`src/rtl/csr_timer_bank_pkg.sv`:
```
// Shared definitions for the CSR timer bank: register offsets, TCFG fields,
// channel FSM encodings and the masked-write merge helper.
package csr_timer_bank_pkg;

   // Offsets within a channel group (BASE+4i+off)
   localparam logic [1:0] OFF_TCFG  = 2'd0;
   localparam logic [1:0] OFF_TVAL  = 2'd1;
   localparam logic [1:0] OFF_TICLR = 2'd2;
   localparam logic [1:0] OFF_RSVD  = 2'd3;

   // Offsets within the global group (BASE+4N+off)
   localparam logic [1:0] OFF_GIE   = 2'd0;
   localparam logic [1:0] OFF_GPEND = 2'd1;
   localparam logic [1:0] OFF_SCLO  = 2'd2;
   localparam logic [1:0] OFF_SCHI  = 2'd3;

   localparam int TCFG_EN        = 0;
   localparam int TCFG_PERIODIC  = 1;
   localparam int TCFG_INITV_LSB = 2;

   localparam logic [1:0] ST_IDLE = 2'd0;
   localparam logic [1:0] ST_RUN  = 2'd1;
   localparam logic [1:0] ST_DONE = 2'd2;

   typedef struct packed {
      logic       hit;
      logic       glob;
      logic [2:0] chan;
      logic [1:0] sub;
   } csr_dec_t;

   function automatic logic [31:0] csr_merge(input logic [31:0] wmask,
                                             input logic [31:0] wvalue,
                                             input logic [31:0] old);
      return (wmask & wvalue) | (~wmask & old);
   endfunction

endpackage

```
`src/rtl/csr_timer_chan.sv`:
```
// One countdown timer channel: TCFG register, counter, IDLE/RUN/DONE FSM and
// the sticky pending flag.
module csr_timer_chan
   import csr_timer_bank_pkg::*;
#(
   parameter int CNT_W = 32
) (
   input  logic             clk,
   input  logic             resetn,
   input  logic             tcfg_we,
   input  logic             ticlr_we,
   input  logic [31:0]      csr_wmask,
   input  logic [31:0]      csr_wvalue,
   output logic [CNT_W-1:0] tcfg,
   output logic [CNT_W-1:0] count,
   output logic             pending
);

   logic [1:0]       state;
   logic [31:0]      tcfg_merged;
   logic [CNT_W-1:0] tcfg_next;
   logic [CNT_W-1:0] reload_next;
   logic [CNT_W-1:0] reload_cur;
   logic             expire;
   logic             clr_req;
   logic             unused_hi;

   assign tcfg_merged = csr_merge(csr_wmask, csr_wvalue, 32'(tcfg));
   assign tcfg_next   = tcfg_merged[CNT_W-1:0];
   assign unused_hi   = &{1'b0, tcfg_merged};
   assign reload_next = {tcfg_next[CNT_W-1:TCFG_INITV_LSB], 2'b00};
   assign reload_cur  = {tcfg[CNT_W-1:TCFG_INITV_LSB], 2'b00};

   // A TCFG write in the expiry cycle restarts the channel instead of firing
   assign expire  = (state == ST_RUN) && (count == '0) && !tcfg_we;
   assign clr_req = ticlr_we && csr_wmask[0] && csr_wvalue[0];

   always_ff @(posedge clk or negedge resetn) begin
      if (!resetn) begin
         tcfg  <= '0;
         count <= '1;
         state <= ST_IDLE;
      end else if (tcfg_we) begin
         tcfg <= tcfg_next;
         if (tcfg_next[TCFG_EN]) begin
            count <= reload_next;
            state <= ST_RUN;
         end else begin
            state <= ST_IDLE;
         end
      end else begin
         case (state)
            ST_RUN: begin
               if (count != '0) begin
                  count <= count - CNT_W'(1);
               end else if (tcfg[TCFG_PERIODIC]) begin
                  count <= reload_cur;
               end else begin
                  count <= '1;
                  state <= ST_DONE;
               end
            end
            default: ;
         endcase
      end
   end

   always_ff @(posedge clk or negedge resetn) begin
      if (!resetn) begin
         pending <= 1'b0;
      end else if (expire) begin
         pending <= 1'b1;
      end else if (clr_req) begin
         pending <= 1'b0;
      end
   end

endmodule

```
`src/rtl/csr_timer_bank.sv`:
```
// Multi-channel timer/interrupt CSR bank: address decode, global interrupt
// enable, free-running stable counter, combinational read mux and IRQ OR.
module csr_timer_bank
   import csr_timer_bank_pkg::*;
#(
   parameter int          NUM_TIMERS = 2,
   parameter int          CNT_W      = 32,
   parameter int          SC_W       = 64,
   parameter logic [13:0] CSR_BASE   = 14'h100
) (
   input  logic                  clk,
   input  logic                  resetn,
   input  logic                  csr_re,
   input  logic [13:0]           csr_num,
   output logic [31:0]           csr_rvalue,
   output logic                  csr_hit,
   input  logic                  csr_we,
   input  logic [31:0]           csr_wmask,
   input  logic [31:0]           csr_wvalue,
   output logic [NUM_TIMERS-1:0] timer_int,
   output logic                  irq_any
);

   localparam logic [13:0] BANK_SIZE = 14'(4 * NUM_TIMERS + 4);

   csr_dec_t              dec;
   logic [13:0]           off;
   logic                  in_bank;
   logic                  chan_we;
   logic                  gie_we;
   logic [31:0]           gie_merged;
   logic [NUM_TIMERS-1:0] gie;
   logic [NUM_TIMERS-1:0] pend;
   logic [NUM_TIMERS-1:0] tcfg_we;
   logic [NUM_TIMERS-1:0] ticlr_we;
   logic [CNT_W-1:0]      tcfg_arr [NUM_TIMERS];
   logic [CNT_W-1:0]      cnt_arr  [NUM_TIMERS];
   logic [CNT_W-1:0]      sel_tcfg;
   logic [CNT_W-1:0]      sel_cnt;
   logic [SC_W-1:0]       sc_q;
   logic [31:0]           rdata;
   logic                  unused_gie_hi;

   assign off     = csr_num - CSR_BASE;
   assign in_bank = (csr_num >= CSR_BASE) && (off < BANK_SIZE);

   always_comb begin
      dec      = '0;
      dec.chan = off[4:2];
      dec.sub  = off[1:0];
      if (in_bank) begin
         if (off[13:2] == 12'(NUM_TIMERS)) begin
            dec.glob = 1'b1;
            dec.hit  = 1'b1;
         end else begin
            dec.hit  = (off[1:0] != OFF_RSVD);
         end
      end
   end

   assign csr_hit = dec.hit;
   assign chan_we = csr_we && dec.hit && !dec.glob;
   assign gie_we  = csr_we && dec.hit && dec.glob && (dec.sub == OFF_GIE);

   for (genvar i = 0; i < NUM_TIMERS; i++) begin : g_chan
      assign tcfg_we[i]  = chan_we && (dec.chan == 3'(i)) && (dec.sub == OFF_TCFG);
      assign ticlr_we[i] = chan_we && (dec.chan == 3'(i)) && (dec.sub == OFF_TICLR);

      csr_timer_chan #(
         .CNT_W (CNT_W)
      ) u_chan (
         .clk        (clk),
         .resetn     (resetn),
         .tcfg_we    (tcfg_we[i]),
         .ticlr_we   (ticlr_we[i]),
         .csr_wmask  (csr_wmask),
         .csr_wvalue (csr_wvalue),
         .tcfg       (tcfg_arr[i]),
         .count      (cnt_arr[i]),
         .pending    (pend[i])
      );
   end

   assign gie_merged    = csr_merge(csr_wmask, csr_wvalue, 32'(gie));
   assign unused_gie_hi = &{1'b0, gie_merged};

   always_ff @(posedge clk or negedge resetn) begin
      if (!resetn) begin
         gie <= '0;
      end else if (gie_we) begin
         gie <= gie_merged[NUM_TIMERS-1:0];
      end
   end

   // Stable counter wraps naturally from all-ones to zero
   always_ff @(posedge clk or negedge resetn) begin
      if (!resetn) begin
         sc_q <= '0;
      end else begin
         sc_q <= sc_q + SC_W'(1);
      end
   end

   always_comb begin
      sel_tcfg = '0;
      sel_cnt  = '0;
      for (int i = 0; i < NUM_TIMERS; i++) begin
         if (dec.chan == 3'(i)) begin
            sel_tcfg = tcfg_arr[i];
            sel_cnt  = cnt_arr[i];
         end
      end
   end

   always_comb begin
      rdata = '0;
      if (dec.glob) begin
         case (dec.sub)
            OFF_GIE:   rdata = 32'(gie);
            OFF_GPEND: rdata = 32'(pend);
            OFF_SCLO:  rdata = sc_q[31:0];
            default:   rdata = 32'(sc_q[SC_W-1:32]);
         endcase
      end else begin
         case (dec.sub)
            OFF_TCFG: rdata = 32'(sel_tcfg);
            OFF_TVAL: rdata = 32'(sel_cnt);
            default:  rdata = '0;
         endcase
      end
   end

   assign csr_rvalue = (csr_re && dec.hit) ? rdata : 32'h0;

   assign timer_int = pend & gie;
   assign irq_any   = |timer_int;

endmodule
```
`config.mk`:
```
export PLATFORM = sky130hd
export DESIGN_NAME = csr_timer_bank
export DESIGN_NICKNAME = d
export VERILOG_FILES = /design/src/rtl/csr_timer_bank_pkg.sv /design/src/rtl/csr_timer_chan.sv /design/src/rtl/csr_timer_bank.sv
export SDC_FILE = /design/constraint.sdc
export NUM_CORES = 1
export LEC_CHECK = 0
export CAP_MARGIN = 5
export CORE_MARGIN = 5
export CORE_UTILIZATION = 59
export CTS_BUF_LIST = sky130_fd_sc_hd__clkbuf_16
export DETAILED_ROUTE_END_ITERATION = 10
export MAX_ROUTING_LAYER = met4
export PLACE_DENSITY = 0.81
export SLEW_MARGIN = 5
export SYNTH_ARGS = -nofsm -noshare
export SYNTH_HDL_FRONTEND = slang
export SYNTH_SLANG_ARGS = --single-unit
```
`constraint.sdc`:
```
create_clock -name clk -period 3.3 [get_ports clk]
set_input_delay 0.825 -clock clk [delete_from_list [all_inputs] [get_ports clk]]
set_output_delay 0.825 -clock clk [all_outputs]
set_load 0.005 [all_outputs]
```
### Word-level counts from Yosys, hierarchy flattened

Cells that the tools add are included.
Widths: inputs -> output; s select.

* flip-flop bits (word level): 200
* logic and storage cells: 111

* $add $sub $neg: 4
* order comparisons: 2
* equality and inequality tests: 13
* mux-type cells: 35
* bitwise operators: 9
* reduce and logical (&&, ||, !) cells: 38

Operator list (count)
* $mux 32: 16
* $and 32x32->32: 3
* $pmux 32 s3: 1
* $add 64x1->64 const B: 1
* $logic_not 32->1: 2
* $or 32x32->32: 2
* $pmux 32 s2: 1
* $reduce_bool 32->1: 2
* $sub 32x1->32 const B: 2
* $not 32->32: 1
* $logic_and 1x1->1: 20
* $mux 2: 9
* $ge 14x9->1 const B: 1
* $lt 14x4->1 const B: 1
* $sub 14x9->14 const B: 1
* $eq 12x2->1 const B: 1
* $mux 1: 8
* $ne 2x1->1 const B: 4
* $reduce_bool 2->1: 4
* $eq 2x1->1 const B: 3
* $ne 2x2->1 const B: 3
* $reduce_and 3->1: 2
* $and 2x2->2: 2
* $reduce_and 2->1: 2
* 7 further kinds: 9

### Depth between registers and ports, before layout

Gate-level depths: netlist of the first run.

* depth in word-level cells: 12
* mapped depth: 10
* depth with buffers taken out: 8

### Hierarchy

Synthesis of the first run repeated with hierarchy kept, for this count alone.

* cells, all modules: 1370
* area total of the unflattened synthesis: 13486.7 sq um

Modules (own cells, without submodules)
* csr_timer_chan: times used 2, cells each 460, area an instance 4352.9 sq um
* csr_timer_bank: times used 1, cells each 450, area an instance 4780.8 sq um

### Worst setup path before layout of the first run

Ideal clock, no wire load.

* path type: input -> output
* start: input csr_num[6]
* end: output csr_rvalue[10]
* arrival: 2.229 ns
* slack: 0.246 ns
* cell stages on the path: 6
* cell sequence: nor4b_4 -> nand3_1 -> nor3b_2 -> clkbuf_1 -> a31oi_1 -> nor2_1

* cells in the longest elaborated chain, start to end: 6
* elaborated cells between the ends (all ways): 11
* those cells by class: add/sub (1); order compare (2); eq/ne (1); mux (5); reduce/logical (2)

Ends and longest elaborated chain
* from (decl): line csr_timer_bank.sv:14 `input logic [13:0] csr_num,`
* $sub 14x9->14: line csr_timer_bank.sv:44 `assign off = csr_num - CSR_BASE;`
* $lt 14x4->1 or $eq 12x2->1 (tied branches): line csr_timer_bank.sv:45, csr_timer_bank.sv:52
* $logic_and 1x1->1 or $mux 1 (tied branches): line csr_timer_bank.sv:45, csr_timer_bank.sv:52
* $mux 2 (*): line csr_timer_bank.sv:51 `if (in_bank) begin`
* $mux 32 or $logic_and 1x1->1 (tied branches): line csr_timer_bank.sv:117, csr_timer_bank.sv:133
* $mux 32 (*): line csr_timer_bank.sv:133 `assign csr_rvalue = (csr_re && dec.hit) ? rdata : 32'h0;`
* to (decl): line csr_timer_bank.sv:15 `output logic [31:0] csr_rvalue,`

Every way passes the cells marked *; elsewhere a longest branch is shown, timed or not.

### Worst setup path after layout of the first run

* start: input csr_num[2]
* end: output csr_rvalue[3]

* cells in the longest elaborated chain, start to end: 7
* elaborated cells between the ends (all ways): 18
* those cells by class: add/sub (1); order compare (2); eq/ne (2); mux (10); reduce/logical (3)

Ends and longest elaborated chain (line)
* branches (longest 6 deep; another with $sub 14x9->14)
* $mux 32 (*): csr_timer_bank.sv:133

Mark *: on every way between the ends.

==> insert_results.sql, run 1 <==
INSERT INTO impl_metrics (metric_group, metric, value, unit) VALUES
('die', 'die_x', '160', 'um'),
('clocking', 'clk_path_buf_depth', '2', ''),
('global_routing', 'first_pass_grt_wire_length', '76.4', 'mm'),
('clocking', 'htreeDepth', '4', ''),
('die', 'num_rows', '55', ''),
('placed_design', 'dp_slack', '-0.822', 'ns'),
('status', 'outcome', 'completed', ''),
('run', 'drv_cap', '0', ''),
('pwr', 'cellPowerDensity', '303', 'nW/um2'),
('timing', 'timing_worst_slew_pin_value', '0.754', 'ns'),
('logic_synthesis', 'synth_adder_area_share', '0.470', '%'),
('routing', 'wl_per_cell', '25.4', 'um'),
('logic_synthesis', 'largest_family_of_logic_cells_by_synthesized_area', 'simple AND/OR/NAND/NOR gates', ''),
('setup_path', 'critPathLaunchType', 'input port', ''),
('placed_design', 'globalplace.congestion', '1.01', ''),
('logic_synthesis', 'yosys-mux-area-fraction', '9.85', '%'),
('global_routing', 'antenna_found_initial', '0', ''),
('setup_path', 'timing.critical_path.to_type', 'output port', ''),
('setup_path', 'worstPathRequired', '2.47', 'ns'),
('layout', 'final_cells', '1958', ''),
('logic_synthesis', 'ys_async_sr_fraction', '100', '%'),
('clocking', 'path_clk_slew', '0.09', 'ns'),
('pwr', 'ir_drop', '0.000358', 'V'),
('layout', 'fin_area', '16400', 'um2'),
('die', 'number_of_top_level_pins', '118', ''),
('logic_synthesis', 'post_synth_num_cell_types', '90', ''),
('setup_path', 'crit_fanout', '14', ''),
('die', 'die_height', '160', 'um'),
('placed_design', 'detailed_place.area', '15500', 'um2'),
('logic_synthesis', 'synth_compound_gate_area_share', '19.6', '%'),
('logic_synthesis', 'synth_area', '13300', 'um2'),
('timing', 'finalHoldWorstSlack', '0.351', 'ns'),
('timing', 'finalMaxSlewViolations', '0', ''),
('logic_synthesis', 'postSynthCellCount', '1474', ''),
('placed_design', 'dpl.cell_count', '1901', ''),
('logic_synthesis', 'syn_avg_cell_area', '9.02', 'um2'),
('routing', 'firstDrtPassIters', '6', ''),
('timing', 'setup_viol', '0', ''),
('global_routing', 'total_routing_usage_gr', '38.8', '%'),
('layout', 'final_layout_size_suffix_gt1_share', '25.6', '%'),
('placed_design', 'post-dp-hpwl', '33.5', 'mm'),
('logic_synthesis', 'ys.flop_type', 'dfrtp_1', ''),
('layout', 'mostFrequentLayoutCells', '144 x nand2_1, 136 x dfrtp_1, 129 x nor2_1, 116 x buf_4, 83 x mux2_2', ''),
('logic_synthesis', 'synth_simple_gate_area_share', '21.8', '%'),
('timing', 'report.final.hold_viol_count', '0', ''),
('timing', 'period_needed', '3.26', 'ns'),
('clocking', 'cts.sinks', '200', ''),
('timing', 'setup_repair_after_global_routing_missed_its_margin', 'yes', ''),
('global_routing', 'globalRoute.totalOverflow', '0', ''),
('die', 'core_area', '22400', 'um2'),
('layout', 'antenna-diode-count', '0', ''),
('logic_synthesis', 'synth-edff-count', '0', ''),
('clocking', 'worst_skew_pair_later_pin_latency', '0.45', 'ns'),
('setup_path', 'crit_arrival', '2.44', 'ns'),
('timing', 'clock_skew', '0.0184', 'ns'),
('routing', 'antenna_violating_nets_post_route', '0', ''),
('global_routing', 'pin_count_of_the_biggest_net_entering_global_routing', '65', ''),
('logic_synthesis', 'yosys_register_bits', '200', ''),
('logic_synthesis', 'postSynthNetCount', '1561', ''),
('layout', 'final_common_cell', 'nand2_1', ''),
('timing', 'fin_ws', '0.0362', 'ns'),
('logic_synthesis', 'synth_xor_area_share', '5.93', '%'),
('clocking', 'clock_tree_from_tritoncts', 'yes', ''),
('layout', 'syn2layout_area_growth', '23.6', '%'),
('routing', 'finalWirelength', '49.6', 'mm'),
('timing', 'max_freq', '0.306', 'GHz'),
('routing', 'drcViolationCount', '0', ''),
('die', 'starting_density_of_the_core', '59.3', '%'),
('timing', 'max_slew_margin', '49.3', '%'),
('logic_synthesis', 'synth_area_leaders', 'dfrtp_1 26%, dfstp_2 13%, mux2_2 7.0%, nand2_1 4.1%, xnor2_1 4.0%', ''),
('logic_synthesis', 'synth_top_area_share', '25.6', '%');
[worst paths after layout]
path	startpoint	slack [ns]	end	cells after the start
max in group asynchronous	resetn	2.08	g_chan[1].u_chan.count[18]	2
max reg2reg	g_chan[0].u_chan.count[11]	0.59	g_chan[0].u_chan.count[18]	6
min reg2reg	sc_q[63]	0.49	sc_q[63]	1
min	resetn	0.35	g_chan[0].u_chan.tcfg[10]	1
max	csr_num[2]	0.04	csr_rvalue[3]	11
min in group clk	sc_q[63]	0.49	sc_q[63]	1
[per-layer routing]
| layer | wire, um | track usage [%] | vias to the layer above |
|---|---|---|---|
| met1 | 19000 | 51.2 | 6576 |
| li1 | - | - | 5874 |
| met5 | 0 | - | - |
| met3 | 5990 | 9.19 | 216 |
| met4 | 2830 | 17.1 | 0 |
| met2 | 21800 | 57.4 | 978 |
[cells in the mapped netlist, drive strengths merged (11+ instances only)]
master / number
nand2: 144
xor2: 29
a22oi: 66
nor3: 48
o21ai: 76
nor2: 132
a31oi: 37
mux2: 83
dfstp: 64
a21oi: 60
nand3b: 11
clkbuf: 52
o311ai: 11
mux2i: 33
nand4: 40
o211ai: 13
o22ai: 34
inv: 29
nand3: 52
dfrtp: 136
buf: 45
nor4: 26
nand2b: 11
or3: 20
xnor2: 61
[where the power goes]
group	internal [uW]	total, uW	switching [uW]	leakage [uW]
Clock	1010	2120	1100	0.000283
Sequential	2450	2450	0.558	0.00254
Combinational	186	412	226	0.00389
[critical path, stage by stage]
cell	delay, ns
clkbuf_4	0.15
nor3b_4	0.16
buf_6	0.13
buf_12	0.12
buf_16	0.15
a22oi_2	0.21
o22ai_1	0.14
buf_4	0.15
a31oi_2	0.18
nor2_1	0.07
buf_2	0.13
[state kept, by name, summed over array words and instances (netlist names), named ones only]
register,flops
g_chan.u_chan.tcfg,62
g_chan.u_chan.pending,2
g_chan.u_chan.state,4
g_chan.u_chan.count,64
sc_q,64
[logic make-up (layout without fill, tap and decap cells)]
logic type	after synthesis	after routing
compound gates	388	388
xor+xnor	90	90
fa+ha+maj	5	5
buf+inv	126	325
flops	200	200
mux	118	118
simple gates	547	547
[through the flow]
| stage | power, uW | util (%) |
|---|---|---|
| finish | 4980 | 73.2 |
| global route | 5110 | 73.2 |
| CTS | 4970 | 73.0 |
| detailed placement | 2850 | 69.0 |
| global placement | 2850 | 69.0 |
| floorplan | 2600 | - |
[cell type report]
class | count | area, um2
multi-input cells | 1148 | 7830
fillers | 1644 | 6010
flip-flops and latches | 200 | 5080
repair buffers | 264 | 2460
clock buffers | 17 | 425
well taps | 285 | 357
clock inverters | 15 | 161
inverters | 29 | 109
[repair_timing]
item | in CTS | in global routing
endpoints found under the setup margin | 33 | 33
resized for setup | 154 | 41
pin swaps | 26 | 27
gates cloned | 7 | 4
buffers inserted | 12 | 4
(Power assumes the default switching activity.)
==> run 2, diff against run 1 <==
Settings changed: PLACE_DENSITY 0.81 to 0.77, SYNTH_HIERARCHICAL from default to 1.
==> run 2 against run 1 <==
Effect of this change:
- worst setup slack lost 0.0040 ns
- clock power fell by 3%
- critical path depth unchanged
==> insert_results.sql, run 2 <==
INSERT INTO impl_metrics (metric_group, metric, value, unit) VALUES
('status', 'outcome', 'completed', ''),
('clocking', 'clockRootBuffer', 'clkbuf_16', ''),
('setup_path', 'worstPathRequired', '2.47', 'ns'),
('layout', 'reg.largest.list', 'g_chan.u_chan/count x64, sc_q x64, g_chan.u_chan/tcfg x62', ''),
('routing', 'firstDrtPassIters', '6', ''),
('die', 'num_rows', '55', ''),
('routing', 'finalWirelength', '45.1', 'mm'),
('global_routing', 'globalRoute.totalOverflow', '0', ''),
('die', 'starting_density_of_the_core', '59.8', '%'),
('pwr', 'p_leak', '0.00695', 'uW'),
('global_routing', 'number_of_global_route_vias_before_repair', '12200', ''),
('routing', 'antenna_violating_nets_post_route', '0', ''),
('routing', 'drcViolationCount', '0', ''),
('clocking', 'cts.sinks', '200', ''),
('placed_design', 'globalplace.congestion', '1.02', ''),
('timing', 'timing_worst_slew_pin_value', '1.15', 'ns'),
('timing', 'setup_viol', '0', ''),
('logic_synthesis', 'synth-edff-count', '0', ''),
('logic_synthesis', 'synth_area_leaders', 'dfrtp_1 25%, mux2_2 13%, dfstp_2 12%, mux4_2 5.7%, nand2_1 4.3%', ''),
('timing', 'fin_ws', '0.0322', 'ns'),
('timing', 'setup_repair_after_global_routing_missed_its_margin', 'yes', ''),
('logic_synthesis', 'synth.yosys.seq_area_share', '37.7', '%'),
('timing', 'finalHoldWorstSlack', '0.430', 'ns'),
('logic_synthesis', 'library_cell_with_the_highest_instance_count_after_synthesis', 'nand2_1', ''),
('logic_synthesis', 'syn_avg_cell_area', '9.84', 'um2'),
('pwr', 'cellPowerDensity', '304', 'nW/um2'),
('logic_synthesis', 'synth.cells.most_frequent', '156 x nand2_1, 153 x mux2_2, 136 x dfrtp_1', ''),
('logic_synthesis', 'yosys_warnings', '6', ''),
('timing', 'max_slew_margin', '22.7', '%'),
('pwr', 'ir_drop', '0.000299', 'V'),
('timing', 'period_needed', '3.27', 'ns'),
('setup_path', 'timing.critical_path.to_type', 'output port', ''),
('timing', 'setup-tns-final', '0', 'ns'),
('logic_synthesis', 'synth_top_area_share', '25.2', '%'),
('logic_synthesis', 'ys_async_sr_fraction', '100', '%'),
('global_routing', 'antenna_found_initial', '0', ''),
('die', 'core_area', '22600', 'um2'),
('clocking', 'htreeDepth', '4', ''),
('clocking', 'clk_path_buf_depth', '2', ''),
('timing', 'report.final.hold_viol_count', '0', ''),
('worst_hold_path', 'hold_path.class', 'in -> async', ''),
('timing', 'clock_skew', '0.0179', 'ns'),
('clocking', 'worst_skew_pair_later_pin_latency', '0.45', 'ns'),
('die', 'dieArea', '26000', 'um2'),
('clocking', 'path_clk_slew', '0.08', 'ns'),
('timing', 'finalMaxSlewViolations', '0', ''),
('logic_synthesis', 'synth_area', '13500', 'um2'),
('routing', 'first_iter_violations', '1514', ''),
('setup_path', 'worst-setup-path-type', 'in -> out', ''),
('die', 'die_x', '161', 'um'),
('layout', 'antenna-diode-count', '0', ''),
('die', 'number_of_top_level_pins', '118', ''),
('layout', 'mostFrequentLayoutCells', '155 x nand2_1, 153 x mux2_2, 136 x dfrtp_1, 100 x nor2_1, 71 x clkdlybuf4s50_1', ''),
('die', 'die_height', '161', 'um'),
('clocking', 'cts_hold_buf', '0', ''),
('logic_synthesis', 'yosys.area.top_type', 'dfrtp_1', ''),
('logic_synthesis', 'postSynthNetCount', '1457', ''),
('global_routing', 'total_routing_usage_gr', '35.3', '%'),
('run', 'drv_cap', '0', ''),
('setup_path', 'critPathLaunchType', 'input port', ''),
('setup_path', 'crit_arrival', '2.44', 'ns'),
('placed_design', 'dpl.cell_count', '1752', ''),
('timing', 'max_freq', '0.306', 'GHz'),
('logic_synthesis', 'ys.flop_type', 'dfrtp_1', ''),
('logic_synthesis', 'post_synth_num_cell_types', '58', ''),
('layout', 'final_layout_size_suffix_gt1_share', '30.4', '%'),
('clocking', 'clock_tree_from_tritoncts', 'yes', ''),
('placed_design', 'detailed_place.area', '15200', 'um2'),
('logic_synthesis', 'yosys_register_bits', '200', ''),
('layout', 'final_common_cell', 'nand2_1', ''),
('placed_design', 'post-dp-hpwl', '31.9', 'mm'),
('routing', 'wl_per_cell', '25.0', 'um'),
('placed_design', 'buffer_ports.inserted', '117', ''),
('clocking', 'cts-buffers-inserted', '17', ''),
('global_routing', 'first_pass_grt_wire_length', '69.9', 'mm'),
('logic_synthesis', 'postSynthCellCount', '1370', ''),
('timing', 'timing.final.crit_share', '99.0', '%'),
('setup_path', 'crit_fanout', '6', ''),
('layout', 'final_cells', '1802', ''),
('layout', 'fin_area', '16000', 'um2'),
('routing', 'vias_per_cell', '6.81', ''),
('placed_design', 'dp_slack', '-0.540', 'ns'),
('global_routing', 'pin_count_of_the_biggest_net_entering_global_routing', '84', ''),
('routing', 'vias', '12300', ''),
('layout', 'syn2layout_area_growth', '18.6', '%'),
('layout', 'fin_nets', '1592', '');
run 2: cell type report:
type,instances,area (um2)
timing repair buffer,193,1820
clock inverter,14,119
fill,1704,6580
inverter,22,82.6
clock buffer,17,425
multi-input combinational,1071,8110
sequential,200,5080
tap,285,357
run 2: cells by family (layout without fill, tap and decap cells):
group / after synthesis / in the layout / synth area share [%]
AO/OA/AOI/OAI: 221 / 221 / 10.9
adder cells (fa/ha/maj): 5 / 5 / 0.464
AND/OR/NAND/NOR: 552 / 552 / 22.2
buffers and inverters: 99 / 246 / 3.34
multiplexers: 191 / 191 / 18.7
XOR/XNOR: 102 / 102 / 6.68
flip-flops: 200 / 200 / 37.7
run 2: timing repair:
item | 4_1_cts | 5_1_grt
endpoints found under the setup margin | 46 | 130
gates cloned | 4 | 0
resized for setup | 140 | 39
pin swaps | 27 | 26
buffers inserted | 17 | 0
run 2: metrics by stage:
stage / utilization (%) / total power [uW]
global route: 70.9 / 4980
detailed placement: 67.5 / 2850
floorplan: - / 2610
finish: 70.9 / 4870
global placement: 67.5 / 2840
CTS: 70.9 / 4870
run 2: where the power goes:
group,total [uW],switching [uW],leakage (uW),internal [uW]
logic,355,185,0.00415,169
registers,2450,0.557,0.00254,2450
clock network,2060,1070,0.000261,986
run 2: final timing paths:
| path | from | end | slack (ns) | depth (start not counted) |
|---|---|---|---|---|
| max in group asynchronous | resetn | g_chan[0].u_chan/count[12] | 2.00 | 2 |
| max reg2reg | g_chan[1].u_chan/count[0] | g_chan[1].u_chan/count[13] | 0.55 | 8 |
| min reg2reg | sc_q[63] | sc_q[63] | 0.47 | 1 |
| max | csr_num[13] | csr_rvalue[4] | 0.03 | 11 |
| min in group clk | sc_q[63] | sc_q[63] | 0.47 | 1 |
| min | resetn | sc_q[4] | 0.43 | 1 |
run 2: layer usage:
layer  routed length, um  track usage, %  up-vias
met4                1600            13.1        0
met2               21500            56.2      705
met5                   0               -        -
met1               18300            46.2     6114
li1                    -               -     5326
met3                3660            5.26      131
run 2: critical path, stage by stage:
cell and delay, ns:
buf_6 0.10, nor4_4 0.27, nand4b_1 0.19, buf_4 0.19, nor3_4 0.20, buf_6 0.15
buf_12 0.13, buf_6 0.10, a22oi_1 0.06, nor2_1 0.10, buf_2 0.13
==> run 3, diff against run 2 <==
Settings changed: CORE_UTILIZATION 59 to 53, PLACE_DENSITY 0.77 to 0.73.
Clock period 3.3 ns to 2.9 ns, I/O delays scaled along.
==> run 3 against run 2 <==
Effect of this change:
- the flow now finishes with violations (setup timing)
- combinational power rose by 20%
- routed wire length rose by 1.1%
- global-route usage fell by 2.9 points
- critical path depth did not move
- register-to-register slack got worse by 0.25 ns
- via count rose by 0.58%
- clock skew barely moved
- utilization fell by 4.5 points
- cell area rose by 4.2%
- sequential power rose by 14%
==> insert_results.sql, run 3 (synthesized netlist as in run 2, its figures left out) <==
INSERT INTO impl_metrics (metric_group, metric, value, unit) VALUES
('status', 'outcome', 'complete, but fails checks', ''),
('status', 'violations', 'setup timing', ''),
('placed_design', 'globalplace.congestion', '1.03', ''),
('layout', 'final_common_cell', 'nand2_1', ''),
('routing', 'vias_per_cell', '6.59', ''),
('pwr', 'ir_drop', '0.000407', 'V'),
('clocking', 'path_clk_slew', '0.08', 'ns'),
('timing', 'timing.final.crit_share', '104', '%'),
('pwr', 'power.clock.fraction', '45.9', '%'),
('setup_path', 'critPathLaunchType', 'input port', ''),
('pwr', 'power_switching_share', '23.5', '%'),
('global_routing', 'pin_count_of_the_biggest_net_entering_global_routing', '54', ''),
('timing', 'fin_ws', '-0.106', 'ns'),
('routing', 'antenna_violating_nets_post_route', '0', ''),
('setup_path', 'crit_fanout', '6', ''),
('die', 'core_area', '25100', 'um2'),
('setup_path', 'timing.critical_path.to_type', 'output port', ''),
('timing', 'finalMaxSlewViolations', '0', ''),
('clocking', 'cts-buffers-inserted', '17', ''),
('placed_design', 'dpl.cell_count', '1818', ''),
('timing', 'setup_repair_after_global_routing_missed_its_margin', 'yes', ''),
('pwr', 'p_leak', '0.00720', 'uW'),
('pwr', 'power.net_switching', '1400', 'uW'),
('routing', 'drcViolationCount', '0', ''),
('setup_path', 'regToRegEndpoint', 'g_chan[0].u_chan/count[15]', ''),
('timing', 'setup_viol', '30', ''),
('die', 'number_of_top_level_pins', '118', ''),
('layout', 'final_core_util', '66.4', '%'),
('timing', 'max_freq', '0.333', 'GHz'),
('global_routing', 'first_pass_grt_wire_length', '70.7', 'mm'),
('setup_path', 'crit_arrival', '2.28', 'ns'),
('pwr', 'cellPowerDensity', '357', 'nW/um2'),
('die', 'die_x', '170', 'um'),
('clocking', 'clk_path_buf_depth', '2', ''),
('global_routing', 'globalRoute.totalOverflow', '0', ''),
('layout', 'reg.largest.list', 'g_chan.u_chan/count x64, sc_q x64, g_chan.u_chan/tcfg x62', ''),
('clocking', 'cts.sinks', '200', ''),
('global_routing', 'total_routing_usage_gr', '32.3', '%'),
('timing', 'report.final.hold_viol_count', '0', ''),
('setup_path', 'worstPathRequired', '2.17', 'ns'),
('timing', 'timing_worst_slew_pin_value', '1.07', 'ns'),
('run', 'drv_cap', '0', ''),
('pwr', 'combPwrFrac', '7.2', '%'),
('pwr', 'internal_power', '4560', 'uW'),
('die', 'dieArea', '28700', 'um2'),
('setup_path', 'depth_of_the_most_critical_reg_to_reg_path', '9', ''),
('placed_design', 'post-dp-hpwl', '32.2', 'mm'),
('clocking', 'clockRootBuffer', 'clkbuf_16', ''),
('setup_path', 'worst-setup-path-type', 'in -> out', ''),
('setup_path', 'r2r_start', 'g_chan[0].u_chan/count[0]', ''),
('global_routing', 'number_of_global_route_vias_before_repair', '12200', ''),
('global_routing', 'antenna_found_initial', '2', ''),
('pwr', 'seq_power_share', '46.9', '%'),
('routing', 'firstDrtPassIters', '5', ''),
('timing', 'max_slew_margin', '28.4', '%'),
('layout', 'mostFrequentLayoutCells', '153 x nand2_1, 152 x mux2_2, 136 x dfrtp_1, 84 x nor2_1, 69 x clkdlybuf4s50_1', ''),
('clocking', 'cts_hold_buf', '0', ''),
('timing', 'clock_skew', '0.0176', 'ns'),
('layout', 'syn2layout_area_growth', '23.6', '%'),
('routing', 'first_iter_violations', '1377', ''),
('die', 'die_height', '170', 'um'),
('layout', 'final_cells', '1874', ''),
('clocking', 'htreeDepth', '4', ''),
('placed_design', 'buffer_ports.inserted', '117', ''),
('layout', 'fin_nets', '1616', ''),
('layout', 'final_layout_size_suffix_gt1_share', '33.7', '%'),
('setup_path', 'ff2ff_setup_slack', '0.30', 'ns'),
('clocking', 'worst_skew_pair_later_pin_latency', '0.45', 'ns'),
('routing', 'wl_per_cell', '24.3', 'um'),
('die', 'num_rows', '58', ''),
('die', 'starting_density_of_the_core', '53.7', '%'),
('routing', 'vias', '12300', ''),
('clocking', 'clock_tree_from_tritoncts', 'yes', ''),
('worst_hold_path', 'hold_path.class', 'in -> async', ''),
('routing', 'finalWirelength', '45.6', 'mm'),
('timing', 'period_needed', '3.01', 'ns');
run 3: cell count changes in the layout (fill, tap and decap cells not counted), sizes merged:
cell | previous run | this run
buf | 105 | 138
clkbuf | 26 | 20
bufinv | 0 | 5
clkinv | 5 | 2
clkdlybuf4s50 | 71 | 69
diode | 0 | 2
dlymetal6s2s | 3 | 1
clkinvlp | 3 | 2
dlygate4sd2 | 3 | 4
run 3: final cells by class:
cell class	instances	area [um2]
inverter	22	82.6
clock inverter	15	235
antenna	2	5.00
multi-input combinational	1071	8290
clock buffer	17	425
sequential	200	5080
fill	1987	8440
timing repair buffer	217	2140
tap	330	413
run 3: worst max-delay path, cell delays in order:
cell      delay, ns
buf_6          0.09
nor4_4         0.25
nand4b_1       0.17
buf_4          0.18
nor3_4         0.20
buf_6          0.17
buf_16         0.14
buf_12         0.10
a22oi_2        0.04
nor2_1         0.10
buf_2          0.11
run 3: power groups by stage:
stage / Combinational [uW] / Sequential, uW / Clock [uW]
after floorplan: 128 / 2840 / 0
after global placement: 409 / 2840 / 0
after detailed placement: 413 / 2840 / 0
after CTS: 420 / 2790 / 2770
after global routing: 453 / 2790 / 2880
final: 426 / 2790 / 2730
run 3: worst max path at each step:
stage                     start                   endpoint  slack, ns
finish               csr_num[5]             csr_rvalue[15]      -0.11
global route         csr_num[5]             csr_rvalue[15]      -0.23
CTS                  csr_num[7]              csr_rvalue[3]      -0.11
detailed placement   csr_num[4]             csr_rvalue[20]      -0.73
global placement    csr_num[10]             csr_rvalue[30]      -0.69
floorplan            csr_num[4]  g_chan[0].u_chan/tcfg[10]       0.02
run 3: layer usage:
| layer | part of all wire [%] | GRT usage (%) | vias up | wire, um |
|---|---|---|---|---|
| met3 | 8.9 | 6.13 | 143 | 4040 |
| met5 | 0 | - | - | 0 |
| met2 | 48 | 50.6 | 671 | 21700 |
| met1 | 40 | 42.4 | 6138 | 18300 |
| met4 | 3.4 | 11.4 | 0 | 1570 |
| li1 | - | - | 5395 | - |
run 3: what timing repair did:
action                     in CTS  in global routing
hold endpoints to repair        0                  0
gates cloned                    6                  2
pin swaps                      28                 32
resized for setup             210                 55
setup endpoints to repair     147                107
setup buffers                  15                  5
run 3: through the flow:
stage	cell area [um2]	total power (uW)	setup TNS, ns	hold WS (ns)	setup WS, ns
after floorplan	13500	2970	0	0.429	0.0157
after global placement	15500	3250	-92.15	0.464	-0.694
after detailed placement	15500	3260	-97.17	0.461	-0.728
after CTS	16500	5980	-0.766	0.240	-0.110
after global routing	16700	6120	-5.35	0.248	-0.228
final	16700	5950	-1.23	0.224	-0.106
